<file path="src/rtl/mips_pkg.sv">
// Shared MIPS multicycle control types: FSM state encoding, opcode/funct fields, ALU op codes.
package mips_pkg;

  typedef enum logic [3:0] {
    FETCH, DECODE, MEMADR, MEMRD, MEMWB, MEMWR,
    EXECUTE, ALUWB, BRANCH, ADDIEXEC, ADDIWB, JUMP
  } state_t;

  localparam logic [5:0] OP_LW    = 6'b100011;
  localparam logic [5:0] OP_SW    = 6'b101011;
  localparam logic [5:0] OP_RTYPE = 6'b000000;
  localparam logic [5:0] OP_BEQ   = 6'b000100;
  localparam logic [5:0] OP_BNE   = 6'b000101;
  localparam logic [5:0] OP_ADDI  = 6'b001000;
  localparam logic [5:0] OP_J     = 6'b000010;

  typedef enum logic [1:0] {
    ALUOP_ADD   = 2'b00,
    ALUOP_SUB   = 2'b01,
    ALUOP_FUNCT = 2'b10
  } aluop_t;

  localparam logic [5:0] F_ADD = 6'b100000;
  localparam logic [5:0] F_SUB = 6'b100010;
  localparam logic [5:0] F_AND = 6'b100100;
  localparam logic [5:0] F_OR  = 6'b100101;
  localparam logic [5:0] F_SLT = 6'b101010;

  localparam logic [2:0] ALU_AND = 3'b000;
  localparam logic [2:0] ALU_OR  = 3'b001;
  localparam logic [2:0] ALU_ADD = 3'b010;
  localparam logic [2:0] ALU_SUB = 3'b110;
  localparam logic [2:0] ALU_SLT = 3'b111;

endpackage

</file>
<file path="src/rtl/alu_decoder.sv">
// ALU operation decode from aluop and funct; purely combinational, no state, no backpressure.
module alu_decoder
  import mips_pkg::*;
(
  input  aluop_t      aluop,
  input  logic [5:0]  funct,
  output logic [2:0]  alucontrol
);

  always_comb begin
    alucontrol = ALU_ADD;
    case (aluop)
      ALUOP_SUB: alucontrol = ALU_SUB;
      ALUOP_FUNCT: begin
        case (funct)
          F_ADD:   alucontrol = ALU_ADD;
          F_SUB:   alucontrol = ALU_SUB;
          F_AND:   alucontrol = ALU_AND;
          F_OR:    alucontrol = ALU_OR;
          F_SLT:   alucontrol = ALU_SLT;
          default: alucontrol = ALU_ADD;
        endcase
      end
      default: alucontrol = ALU_ADD;
    endcase
  end

endmodule

</file>
<file path="src/rtl/multicycle_ctrl.sv">
// MIPS multicycle control FSM: 2-5 cycles per instruction, no backpressure; pcen/alucontrol combinational.
// Optional BNE_EN macro adds bne support through the BRANCH state.
module multicycle_ctrl
  import mips_pkg::*;
(
  input  logic        clk,
  input  logic        reset,
  input  logic [5:0]  op,
  input  logic [5:0]  funct,
  input  logic        zero,
  output logic        pcen,
  output logic        irwrite,
  output logic        regwrite,
  output logic        memwrite,
  output logic        iord,
  output logic        alusrca,
  output logic        memtoreg,
  output logic        regdst,
  output logic [1:0]  alusrcb,
  output logic [1:0]  pcsrc,
  output logic [2:0]  alucontrol
);

  state_t state, state_nxt, dec_state;
  aluop_t aluop;
  logic   pcwrite, branch, take;
  logic   irwrite_s, regwrite_s, memwrite_s;

  always_ff @(posedge clk) begin
    if (reset) state <= FETCH;
    else       state <= state_nxt;
  end

  always_comb begin
    state_nxt = FETCH;
    case (state)
      FETCH: state_nxt = DECODE;
      DECODE: begin
        case (op)
          OP_LW, OP_SW: state_nxt = MEMADR;
          OP_RTYPE:     state_nxt = EXECUTE;
          OP_BEQ:       state_nxt = BRANCH;
`ifdef BNE_EN
          OP_BNE:       state_nxt = BRANCH;
`endif
          OP_ADDI:      state_nxt = ADDIEXEC;
          OP_J:         state_nxt = JUMP;
          default:      state_nxt = FETCH;
        endcase
      end
      MEMADR:   state_nxt = (op == OP_SW) ? MEMWR : MEMRD;
      MEMRD:    state_nxt = MEMWB;
      EXECUTE:  state_nxt = ALUWB;
      ADDIEXEC: state_nxt = ADDIWB;
      default:  state_nxt = FETCH;
    endcase
  end

  // Outputs decode FETCH while reset is held so the datapath sees a clean fetch setup.
  assign dec_state = reset ? FETCH : state;

  always_comb begin
    pcwrite    = 1'b0;
    branch     = 1'b0;
    irwrite_s  = 1'b0;
    regwrite_s = 1'b0;
    memwrite_s = 1'b0;
    iord       = 1'b0;
    alusrca    = 1'b0;
    memtoreg   = 1'b0;
    regdst     = 1'b0;
    alusrcb    = 2'b00;
    pcsrc      = 2'b00;
    aluop      = ALUOP_ADD;
    case (dec_state)
      FETCH: begin
        irwrite_s = 1'b1;
        pcwrite   = 1'b1;
        alusrcb   = 2'b01;
      end
      DECODE: alusrcb = 2'b11;
      MEMADR, ADDIEXEC: begin
        alusrca = 1'b1;
        alusrcb = 2'b10;
      end
      MEMRD: iord = 1'b1;
      MEMWB: begin
        regwrite_s = 1'b1;
        memtoreg   = 1'b1;
      end
      MEMWR: begin
        iord       = 1'b1;
        memwrite_s = 1'b1;
      end
      EXECUTE: begin
        alusrca = 1'b1;
        aluop   = ALUOP_FUNCT;
      end
      ALUWB: begin
        regwrite_s = 1'b1;
        regdst     = 1'b1;
      end
      BRANCH: begin
        alusrca = 1'b1;
        aluop   = ALUOP_SUB;
        pcsrc   = 2'b01;
        branch  = 1'b1;
      end
      ADDIWB: regwrite_s = 1'b1;
      JUMP: begin
        pcwrite = 1'b1;
        pcsrc   = 2'b10;
      end
      default: ;
    endcase
  end

`ifdef BNE_EN
  assign take = branch & (((op == OP_BEQ) & zero) | ((op == OP_BNE) & ~zero));
`else
  assign take = branch & zero;
`endif

  assign pcen     = ~reset & (pcwrite | take);
  assign irwrite  = ~reset & irwrite_s;
  assign regwrite = ~reset & regwrite_s;
  assign memwrite = ~reset & memwrite_s;

  alu_decoder u_alu_decoder (
    .aluop      (aluop),
    .funct      (funct),
    .alucontrol (alucontrol)
  );

endmodule

</file>
<file path="config.mk">
export PLATFORM = sky130hd
export DESIGN_NAME = multicycle_ctrl
export DESIGN_NICKNAME = d
export VERILOG_FILES = /design/src/rtl/mips_pkg.sv /design/src/rtl/alu_decoder.sv /design/src/rtl/multicycle_ctrl.sv
export SDC_FILE = /design/constraint.sdc
export NUM_CORES = 1
export LEC_CHECK = 0
export CORE_MARGIN = 10
export CORE_UTILIZATION = 41
export DETAILED_ROUTE_END_ITERATION = 10
export PLACE_DENSITY_LB_ADDON = 0.1
export SKIP_CTS_REPAIR_TIMING = 1
export SYNTH_ARGS = -nofsm -noshare
export SYNTH_HDL_FRONTEND = slang
export SYNTH_HIERARCHICAL = 1
export SYNTH_SLANG_ARGS = --single-unit
</file>
<file path="constraint.sdc">
create_clock -name clk -period 4.5 [get_ports clk]
set_input_delay 0.9 -clock clk [delete_from_list [all_inputs] [get_ports clk]]
set_output_delay 0.9 -clock clk [all_outputs]
set_load 0.05 [all_outputs]
</file>
* Yosys cells after proc, flatten, opt, wreduce, memory -nomap -nowiden
Index checks and enable logic that the tools add are counted.
** Storage, ports and cells
- Bits of input ports :: 15
- Flip-flop bits (word level) :: 4
- Output and inout port bits :: 15
** Operators by class
- Reduce and logical (&&, ||, !) cells :: 9
- Bitwise operators :: 7
- Equal/unequal tests :: 27
- Muxes and demuxes :: 18
** Operator list (count)
- $eq 6x6->1 const B :: 6
- $pmux 4 s6 :: 1
- $eq 4x3->1 const B :: 5
- $eq 4x4->1 const B :: 5
- $pmux 4 s5 :: 1
- $eq 4x2->1 const B :: 4
- $pmux 3 s4 :: 1
- $mux 1 :: 9
- $eq 4x1->1 const B :: 2
- $logic_not 4->1 :: 2
- $pmux 2 s2 :: 2
- $reduce_or 2->1 :: 4
- $eq 6x2->1 const B :: 1
- $eq 6x3->1 const B :: 1
- $eq 6x4->1 const B :: 1
- $logic_not 6->1 :: 1
- $pmux 2 s3 :: 1
- $pmux 3 s2 :: 1
- $and 1x1->1 :: 5
- $mux 4 :: 1
- $reduce_or 4->1 :: 1
- $mux 3 :: 1
- $reduce_or 3->1 :: 1
- $eq 2x1->1 const B :: 1
- other kinds (3) :: 3

* Longest topological paths before layout
Gate-level depths: netlist (run 1).
- Depth in word-level cells :: 6
- Gate-level depth with buffers :: 7

* By module
Netlist (run 1), hierarchy kept.
** By module, submodules not included
- multicycle_ctrl :: sequential area each 80.1 um^2, cells each 64, instances 1, area each 454.2 um^2
- alu_decoder :: sequential area each 0.0 um^2, cells each 15, instances 1, area each 118.9 um^2

* Least setup slack after synthesis (run 1)
OpenSTA, ideal clock, no wires.
- Path type :: input port to output port
- From :: input port reset
- To :: output port alucontrol[2]
- Path slack :: 583 ps
- Path buffers :: 1
- Data arrival time :: 3017 ps
- Data required time :: 3600 ps
- Stages on the path :: 7
- Cell sequence :: clkbuf_1 -> or3_1 -> nor2_1 -> inv_1 -> ha_1 -> nand4bb_1 -> o22ai_1
** Between the ends
- Cells in the longest elaborated chain, start to end :: 5
- Elaborated cells on any way between the ends :: 7
- Those cells by class :: eq/ne: 4; mux: 3
** Ends and longest elaborated chain
- from (decl) :: line multicycle_ctrl.sv:7 : input logic reset,
- $mux 4 * :: line multicycle_ctrl.sv:60 : assign dec_state = reset ? FETCH : state;
- $eq 4x4->1 or $eq 4x3->1 (tied branches) :: line multicycle_ctrl.sv:75 : case (dec_state)
- $pmux 2 s2 * :: line multicycle_ctrl.sv:75
- via aluop[0] :: line multicycle_ctrl.sv:25 : aluop_t aluop;
- $eq 2x2->1 or $eq 2x1->1 (tied branches) :: line alu_decoder.sv:12 : case (aluop)
- $pmux 3 s2 * :: line alu_decoder.sv:12
- to (decl) :: line multicycle_ctrl.sv:21 : output logic [2:0] alucontrol
The timed path passes the listed nets; every way through them passes the cells marked *.

* Worst setup path after layout (run 1)
- From :: input port reset
- To :: output port alucontrol[2]
** Between the ends
- Cells in the longest elaborated chain, start to end :: 5
- Elaborated cells on any way between the ends :: 7
- Those cells by class :: eq/ne: 4; mux: 3
** Ends and longest elaborated chain (line)
- $mux 4 * :: multicycle_ctrl.sv:60
- $eq 4x4->1 or $eq 4x3->1 (tied branches) :: multicycle_ctrl.sv:75
- $pmux 2 s2 * :: multicycle_ctrl.sv:75
- $eq 2x2->1 or $eq 2x1->1 (tied branches) :: alu_decoder.sv:12
- $pmux 3 s2 * :: alu_decoder.sv:12
Every way passes the cells marked *; elsewhere a longest branch is shown, timed or not.

==> parameters.txt, run 1 <==
Parameter                              Value

Yosys
  Async SR Flop Fraction    0%
  Primary flip-flop cell chosen by synthesis mapping    sky130_fd_sc_hd__dfxtp_1
  Xor-xnor portion of the synthesized cell area    between 4 and 5%
  Flops & latches, synth    4
  Synth Warn #    6
  Number of synthesized flops with an enable pin    0
  Count of distinct cell types in the synthesized netlist    38
  Simple-gate share of the synthesized area    42.1%
  Syn Inst Count    79
  Largest family of logic cells by synthesized area    simple AND/OR/NAND/NOR gates
  Post-synthesis cell area    573 um2
  Post-synthesis adder-cell area fraction    4.37%
  Sequential-to-total area share from yosys stat    14.0%
  Number of nets produced by synthesis    96
  Multiplexer area fraction after synthesis    0%
  Synthesized area per cell    just over 7 um2
  Compound-cell area share of the yosys netlist    25.1%

CTS
  Root cell of the clock tree    sky130_fd_sc_hd__clkbuf_4
  Clock transition at the register clock pins on the worst setup and hold paths after CTS    roughly 0.040 ns
  TritonCTS clock tree    yes
  Number of buffers created by CTS    3
  H-tree Lvls    1
  Maximum count of clock buffers along a single path    2
  Clock sink total    4
  Insertion delay of the later-clocked pin in the worst-skew pair    around 0.23 ns

Timing
  Final hold slack    between 0.6 and 0.7 ns
  Smallest setup slack after layout    roughly 0.6 ns
  Max Clk Rate    255 MHz
  Final setup viols    0
  Final Max Tran Viols    0
  Total negative slack    0 ns
  Post-route clock period utilization    87.0%
  Post-layout minimum cycle time    between 3 and 4 ns
  Slew headroom    66.1%
  Worst Max-Slew Pin Slew    0.506 ns
  Worst clock skew    0.00367 ns
  Hold Fails Final Rpt    0
  Setup repair after global routing missed its margin    false

Global route
  Wire length of the first global-routing pass    between 2 and 3 mm
  Total Routing Usage GR    10.1%
  Vias in the first global route    671
  Number of antenna violations at the first check in global routing    0
  Gr ovfl total    0
  Maximum number of pins on one net before global-route repair    14

Final layout
  Area Growth Syn to Fin    59.2%
  FILL cells    110
  Final #Nets    125
  Regs by FF count    state (4)
  Finished Cell Area    912 um2
  Share of post-route cells with drive strength above 1    13.2%
  Max FFs per register    4
  Antenna Diode Count    0
  Layout Utilization    69.2%
  Total area of sequential cells    approximately 80 um2
  Multi-input gate area    around 440 um2
  Register with the highest flop count    state
  Number of non-filler instances in the completed layout    approximately 120

Pwr
  Maximum vdd ir drop    0.000122 V
  PnR Total Power    132 uW
  Leak    0.289 nW
  Power density over the cells    144 nW/um2

Drt
  Total DRC errors in the routed layout    0
  Number of nets still failing antenna checks after routing    0
  Total wirelength of the detailed-routed design    1.82 mm
  Post-detailed-route wirelength per cell    15.0 um
  Detailed-routing iteration count for the pre-antenna-repair pass    4
  Violation count after the first detailed-route iteration    26
  Via count normalized by instance count    5.95
  Detailed-route via count    720

Die
  Floorplan die height    about 57 um
  Die Outline Area    between 3000 and 4000 um2
  Initial standard-cell utilization of the core    between 40% and 50%
  Core region area    about 1300 um2
  Ports placed on the boundary    30
  Site Rows    13
  Die width    57.4 um

Critical path
  Master of the slowest instance on the critical path    sky130_fd_sc_hd__clkdlybuf4s50_1
  Required time of the critical path    3.60 ns
  Crit end category    primary output
  CP arrival    3.02 ns
  Startpoint type of the worst setup path    input port
  Number of cells on the worst reg-to-reg path    3
  Largest stage delay, worst path    0.42 ns
  Critical path class    input port to primary output
  CP cell instances    clkdlybuf4s50_1, or3_1, nor2_1, inv_1, ha_1, nand4bb_1, o22ai_1, buf_12
  Capture point of the worst reg-to-reg path    state[1]$_SDFF_PP0_
  Worst reg2reg startpoint    state[0]$_SDFF_PP0_
  FF-to-FF setup slack    3.06 ns
  Max FO, Critical Path    4

Placement
  Post-DP Area    890 um2
  Setup Slack @ Placement    just under 0.6 ns
  Number of cells after detailed placement    ~120
  IO buf count    29
  Sum of net half-perimeters after detailed placement    1.49 mm
  Global placement routability congestion    around 0.83

Hold path
  Worst hold path type    register to register
  Depth of the worst hold-timing path    2
  Endpoint of the worst hold-timing path    state[2]$_SDFF_PP0_
  Min-Delay Startpoint    state[0]$_SDFF_PP0_

Flow run
  Max-capacitance violation count    0

Outcome
  Outcome    complete, no violations
critical path, delay by kind of cell:
family	cells	cell delay, ns
simple gates	3	0.83
buf+inv	3	0.67
fa+ha+maj	1	0.35
compound gates	1	0.26
area by class of cell:
class | instances | area share, %
flip-flops and latches | 4 | 8.78
repair buffers | 30 | 35.9
inverters | 7 | 2.88
multi-input cells | 62 | 47.9
well taps | 15 | 2.06
clock buffers | 3 | 2.47
per-layer routing:
metal  GRT usage (%)  routed length (um)  up-vias
li1                -                   -      354
met1            11.6                 728      343
met2            17.2                 947       23
met3            2.88                 140        0
met4            3.69                   0        0
met5               0                   0        -
power by group:
group / total, mW / internal [mW] / leakage, nW / switching, mW
Combinational: 0.0488 / 0.0240 / 0.242 / 0.0248
Clock: 0.0430 / 0.0297 / 0.0138 / 0.0133
Sequential: 0.0399 / 0.0367 / 0.0326 / 0.00315
synth_stat cells, types with 2 or more instances:
library cell	instances	share of area, %
sky130_fd_sc_hd__nand3_1	2	1.7
sky130_fd_sc_hd__nand2_1	2	1.3
sky130_fd_sc_hd__buf_2	3	2.6
sky130_fd_sc_hd__ha_1	2	4.4
sky130_fd_sc_hd__a21oi_1	4	3.5
sky130_fd_sc_hd__nand2b_1	3	3.3
sky130_fd_sc_hd__dfxtp_1	4	14
sky130_fd_sc_hd__nor3_2	2	3.5
sky130_fd_sc_hd__nand4bb_1	2	3.9
sky130_fd_sc_hd__a211oi_1	2	2.6
sky130_fd_sc_hd__o21ai_0	3	2.6
sky130_fd_sc_hd__clkbuf_1	2	1.3
sky130_fd_sc_hd__nor3_1	9	7.9
sky130_fd_sc_hd__inv_1	7	4.6
sky130_fd_sc_hd__nor4_1	2	2.2
sky130_fd_sc_hd__a31oi_1	2	2.2
sky130_fd_sc_hd__nor2_1	6	3.9
sky130_fd_sc_hd__xnor2_1	2	3.1
worst max-delay path by stage:
stage | from | end | slack, ns | depth (start not counted)
after floorplan | reset | alucontrol[2] | 0.58 | 7
after global placement | reset | alucontrol[2] | 0.65 | 8
after detailed placement | reset | alucontrol[2] | 0.59 | 8
after CTS | reset | alucontrol[2] | 0.59 | 8
after global routing | reset | alucontrol[2] | 0.47 | 8
final | reset | alucontrol[2] | 0.58 | 8
cell usage in the layout, fill, tap and decap left out, types with 2 or more instances in the layout:
| cell | instances |
|---|---|
| sky130_fd_sc_hd__buf_12 | 3 |
| sky130_fd_sc_hd__clkdlybuf4s50_1 | 26 |
| sky130_fd_sc_hd__a21oi_1 | 4 |
| sky130_fd_sc_hd__a211oi_1 | 2 |
| sky130_fd_sc_hd__nor2_1 | 6 |
| sky130_fd_sc_hd__o21ai_0 | 3 |
| sky130_fd_sc_hd__nand2_1 | 2 |
| sky130_fd_sc_hd__nor4_1 | 2 |
| sky130_fd_sc_hd__nor3_2 | 2 |
| sky130_fd_sc_hd__nand3_1 | 2 |
| sky130_fd_sc_hd__dfxtp_1 | 4 |
| sky130_fd_sc_hd__nand2b_1 | 3 |
| sky130_fd_sc_hd__ha_1 | 2 |
| sky130_fd_sc_hd__nor3_1 | 9 |
| sky130_fd_sc_hd__clkbuf_4 | 3 |
| sky130_fd_sc_hd__xnor2_1 | 2 |
| sky130_fd_sc_hd__a31oi_1 | 2 |
| sky130_fd_sc_hd__inv_1 | 7 |
| sky130_fd_sc_hd__nand4bb_1 | 2 |
cell families (layout without fill, tap and decap cells):
| logic type | count (synthesis) | count (layout) |
|---|---|---|
| AND/OR/NAND/NOR | 37 | 37 |
| buffers and inverters | 13 | 40 |
| flip-flops | 4 | 4 |
| adder cells (fa/ha/maj) | 2 | 2 |
| XOR/XNOR | 3 | 3 |
| AO/OA/AOI/OAI | 20 | 20 |
(Power assumes the default switching activity.)
==> inputs of run 2 (changes only) <==
--- a/config.mk
+++ b/config.mk
@@ -8,7 +8,9 @@
 export CORE_MARGIN = 10
 export CORE_UTILIZATION = 41
 export DETAILED_ROUTE_END_ITERATION = 10
+export MAX_ROUTING_LAYER = met4
 export PLACE_DENSITY_LB_ADDON = 0.1
+export SETUP_SLACK_MARGIN = 0.02
 export SKIP_CTS_REPAIR_TIMING = 1
 export SYNTH_ARGS = -nofsm -noshare
 export SYNTH_HDL_FRONTEND = slang
==> results of run 2 <==
No change in the layout: final DEF, timing and power equal those of run 1.
Main changes from that run: final weighted congestion in routability-driven placement 0.835 -> 0.848; overall routing resource usage 10.1% -> 10.4%
==> inputs of run 3 (changes only) <==
--- a/config.mk
+++ b/config.mk
@@ -6,7 +6,8 @@
 export NUM_CORES = 1
 export LEC_CHECK = 0
 export CORE_MARGIN = 10
-export CORE_UTILIZATION = 41
+export CORE_UTILIZATION = 43
+export CTS_BUF_LIST = sky130_fd_sc_hd__clkbuf_4
 export DETAILED_ROUTE_END_ITERATION = 10
 export MAX_ROUTING_LAYER = met4
 export PLACE_DENSITY_LB_ADDON = 0.1
@@ -16,3 +17,4 @@
 export SYNTH_HDL_FRONTEND = slang
 export SYNTH_HIERARCHICAL = 1
 export SYNTH_SLANG_ARGS = --single-unit
+export TNS_END_PERCENT = 50
==> run 3 against run 2 <==
Net effect:
- global-route usage grew 0.53 points
- die area shrank 3.0%
- worst hold slack is essentially flat
- core utilization grew 1.8 points
- worst setup slack lost 0.014 ns
==> parameters.txt, run 3 (same netlist as run 1, synthesis figures left out) <==
Parameter                              Value

Outcome
  Outcome    complete, no violations (unchanged)

Final layout
  Number of non-filler instances in the completed layout    121 (unchanged)
  Antenna Diode Count    0 (unchanged)
  FILL cells    116 (was 110)
  Final #Nets    125 (unchanged)
  Share of post-route cells with drive strength above 1    13.2% (unchanged)
  Max FFs per register    4 (unchanged)
  Total area of sequential cells    80.1 um2 (unchanged)
  Most common library cell in the layout ignoring fill and taps    sky130_fd_sc_hd__clkdlybuf4s50_1 (unchanged)
  Multi-input gate area    437 um2 (unchanged)
  Area Growth Syn to Fin    59.2% (unchanged)
  Register with the highest flop count    state (unchanged)
  Commonest cells after routing, fill and taps aside    26 x sky130_fd_sc_hd__clkdlybuf4s50_1, 9 x sky130_fd_sc_hd__nor3_1, 7 x sky130_fd_sc_hd__inv_1 (unchanged)
  Regs by FF count    state (4) (unchanged)

Global route
  Maximum number of pins on one net before global-route repair    14 (unchanged)
  Wire length of the first global-routing pass    2.98 mm (was 2.93 mm)
  Number of antenna violations at the first check in global routing    0 (unchanged)
  Gr ovfl total    0 (unchanged)
  Total Routing Usage GR    10.9% (was 10.4%)
  Vias in the first global route    688 (was 671)

Critical path
  Required time of the critical path    3.60 ns (about the same)
  Crit end category    primary output (unchanged)
  Critical path class    input port to primary output (unchanged)
  Max FO, Critical Path    4 (unchanged)
  Startpoint type of the worst setup path    input port (unchanged)
  Master of the slowest instance on the critical path    sky130_fd_sc_hd__clkdlybuf4s50_1 (unchanged)
  CP arrival    3.03 ns (was 3.02 ns)
  CP cell instances    clkdlybuf4s50_1, or3_1, nor2_1, inv_1, ha_1, nand4bb_1, a21oi_1, buf_12 (was clkdlybuf4s50_1, or3_1, nor2_1, inv_1, ha_1, nand4bb_1, o22ai_1, buf_12)
  Largest stage delay, worst path    0.43 ns (was 0.42 ns)

Drt
  Total wirelength of the detailed-routed design    1.79 mm (was 1.82 mm)
  Number of nets still failing antenna checks after routing    0 (unchanged)
  Via count normalized by instance count    5.75 (was 5.95)
  Detailed-route via count    696 (was 720)
  Detailed-routing iteration count for the pre-antenna-repair pass    4 (unchanged)
  Post-detailed-route wirelength per cell    14.8 um (was 15.0 um)
  Total DRC errors in the routed layout    0 (unchanged)
  Violation count after the first detailed-route iteration    30 (was 26)

Timing
  Setup repair after global routing missed its margin    false (unchanged)
  Worst Max-Slew Pin Slew    0.508 ns (was 0.506 ns)
  Hold Fails Final Rpt    0 (unchanged)
  Smallest setup slack after layout    0.569 ns (was 0.583 ns)
  Total negative slack    0 ns (unchanged)
  Final Max Tran Viols    0 (unchanged)
  Post-layout minimum cycle time    3.93 ns (was 3.92 ns)
  Max Clk Rate    254 MHz (was 255 MHz)
  Final hold slack    0.693 ns (about the same)
  Final setup viols    0 (unchanged)
  Worst clock skew    0.00210 ns (was 0.00367 ns)
  Slew headroom    66.0% (was 66.1%)
  Post-route clock period utilization    87.3% (was 87.0%)

Die
  Die Outline Area    3190 um2 (was 3290 um2)
  Site Rows    13 (unchanged)
  Die width    56.5 um (was 57.4 um)
  Initial standard-cell utilization of the core    44.6% (was 43.5%)
  Core region area    1280 um2 (was 1320 um2)
  Floorplan die height    56.5 um (was 57.4 um)
  Ports placed on the boundary    30 (unchanged)

Placement
  Global placement routability congestion    0.870 (was 0.848)
  Sum of net half-perimeters after detailed placement    1.48 mm (was 1.49 mm)
  IO buf count    29 (unchanged)
  Number of cells after detailed placement    118 (unchanged)
  Setup Slack @ Placement    0.590 ns (was 0.587 ns)

Pwr
  Power density over the cells    143 nW/um2 (was 144 nW/um2)
  PnR Total Power    130 uW (was 132 uW)
  Maximum vdd ir drop    0.000128 V (was 0.000122 V)
  Leak    0.289 nW (unchanged)

CTS
  Maximum count of clock buffers along a single path    2 (unchanged)
  Clock transition at the register clock pins on the worst setup and hold paths after CTS    0.04 ns (about the same)
  Clock sink total    4 (unchanged)
  H-tree Lvls    1 (unchanged)
  TritonCTS clock tree    yes (unchanged)
  Number of buffers created by CTS    3 (unchanged)
  Insertion delay of the later-clocked pin in the worst-skew pair    0.23 ns (about the same)
  Root cell of the clock tree    sky130_fd_sc_hd__clkbuf_4 (unchanged)

Flow run
  Max-capacitance violation count    0 (unchanged)

Hold path
  Worst hold path type    register to register (unchanged)
==> run 3: cell counts in the layout (fill, tap and decap cells not counted) <==
Identical to the previous run, type by type.
==> run 3: final timing paths <==
check | start | endpoint | slack (ns) | cells past startpoint
hold / removal | state[0]$_SDFF_PP0_ | state[2]$_SDFF_PP0_ | 0.69 | 2
setup / recovery | reset | alucontrol[0] | 0.57 | 8
setup reg to reg | state[0]$_SDFF_PP0_ | state[1]$_SDFF_PP0_ | 3.07 | 3
hold reg to reg | state[0]$_SDFF_PP0_ | state[2]$_SDFF_PP0_ | 0.69 | 2
==> run 3: cell type report <==
| type | instances | area share [%] |
|---|---|---|
| Sequential cell | 4 | 8.78 |
| Tap cell | 15 | 2.06 |
| Timing Repair Buffer | 30 | 35.9 |
| Inverter | 7 | 2.88 |
| Clock buffer | 3 | 2.47 |
| Multi-Input combinational cell | 62 | 47.9 |
==> run 3: layer usage <==
metal	wire length [um]	part of all wire [%]	GRT usage, %	up-vias
met5	0	0	-	-
met4	0	0	4.81	0
met3	136	7.6	2.47	0
met2	933	52	18.5	24
met1	720	40	11.8	319
li1	-	-	-	353
==> run 3: through the flow <==
stage / util [%] / area, um2
floorplan: - / 573
global placement: 69.2 / 890
detailed placement: 69.2 / 890
CTS: 71.0 / 912
global route: 71.0 / 912
finish: 71.0 / 912
==> run 3: worst max-delay path, delay by kind of cell <==
family | cells | cell delay, ns
buffers and inverters | 3 | 0.69
and+or+nand+nor | 3 | 0.84
adders and majority gates | 1 | 0.34
AOI/OAI and AO/OA | 1 | 0.26
==> run 3: power by group <==
part | internal, mW | leakage, nW | total, mW | switching [mW]
Combinational | 0.0240 | 0.242 | 0.0482 | 0.0241
Clock | 0.0297 | 0.0138 | 0.0424 | 0.0127
Sequential | 0.0367 | 0.0326 | 0.0399 | 0.00318
Total | 0.0905 | 0.289 | 0.130 | 0.0400
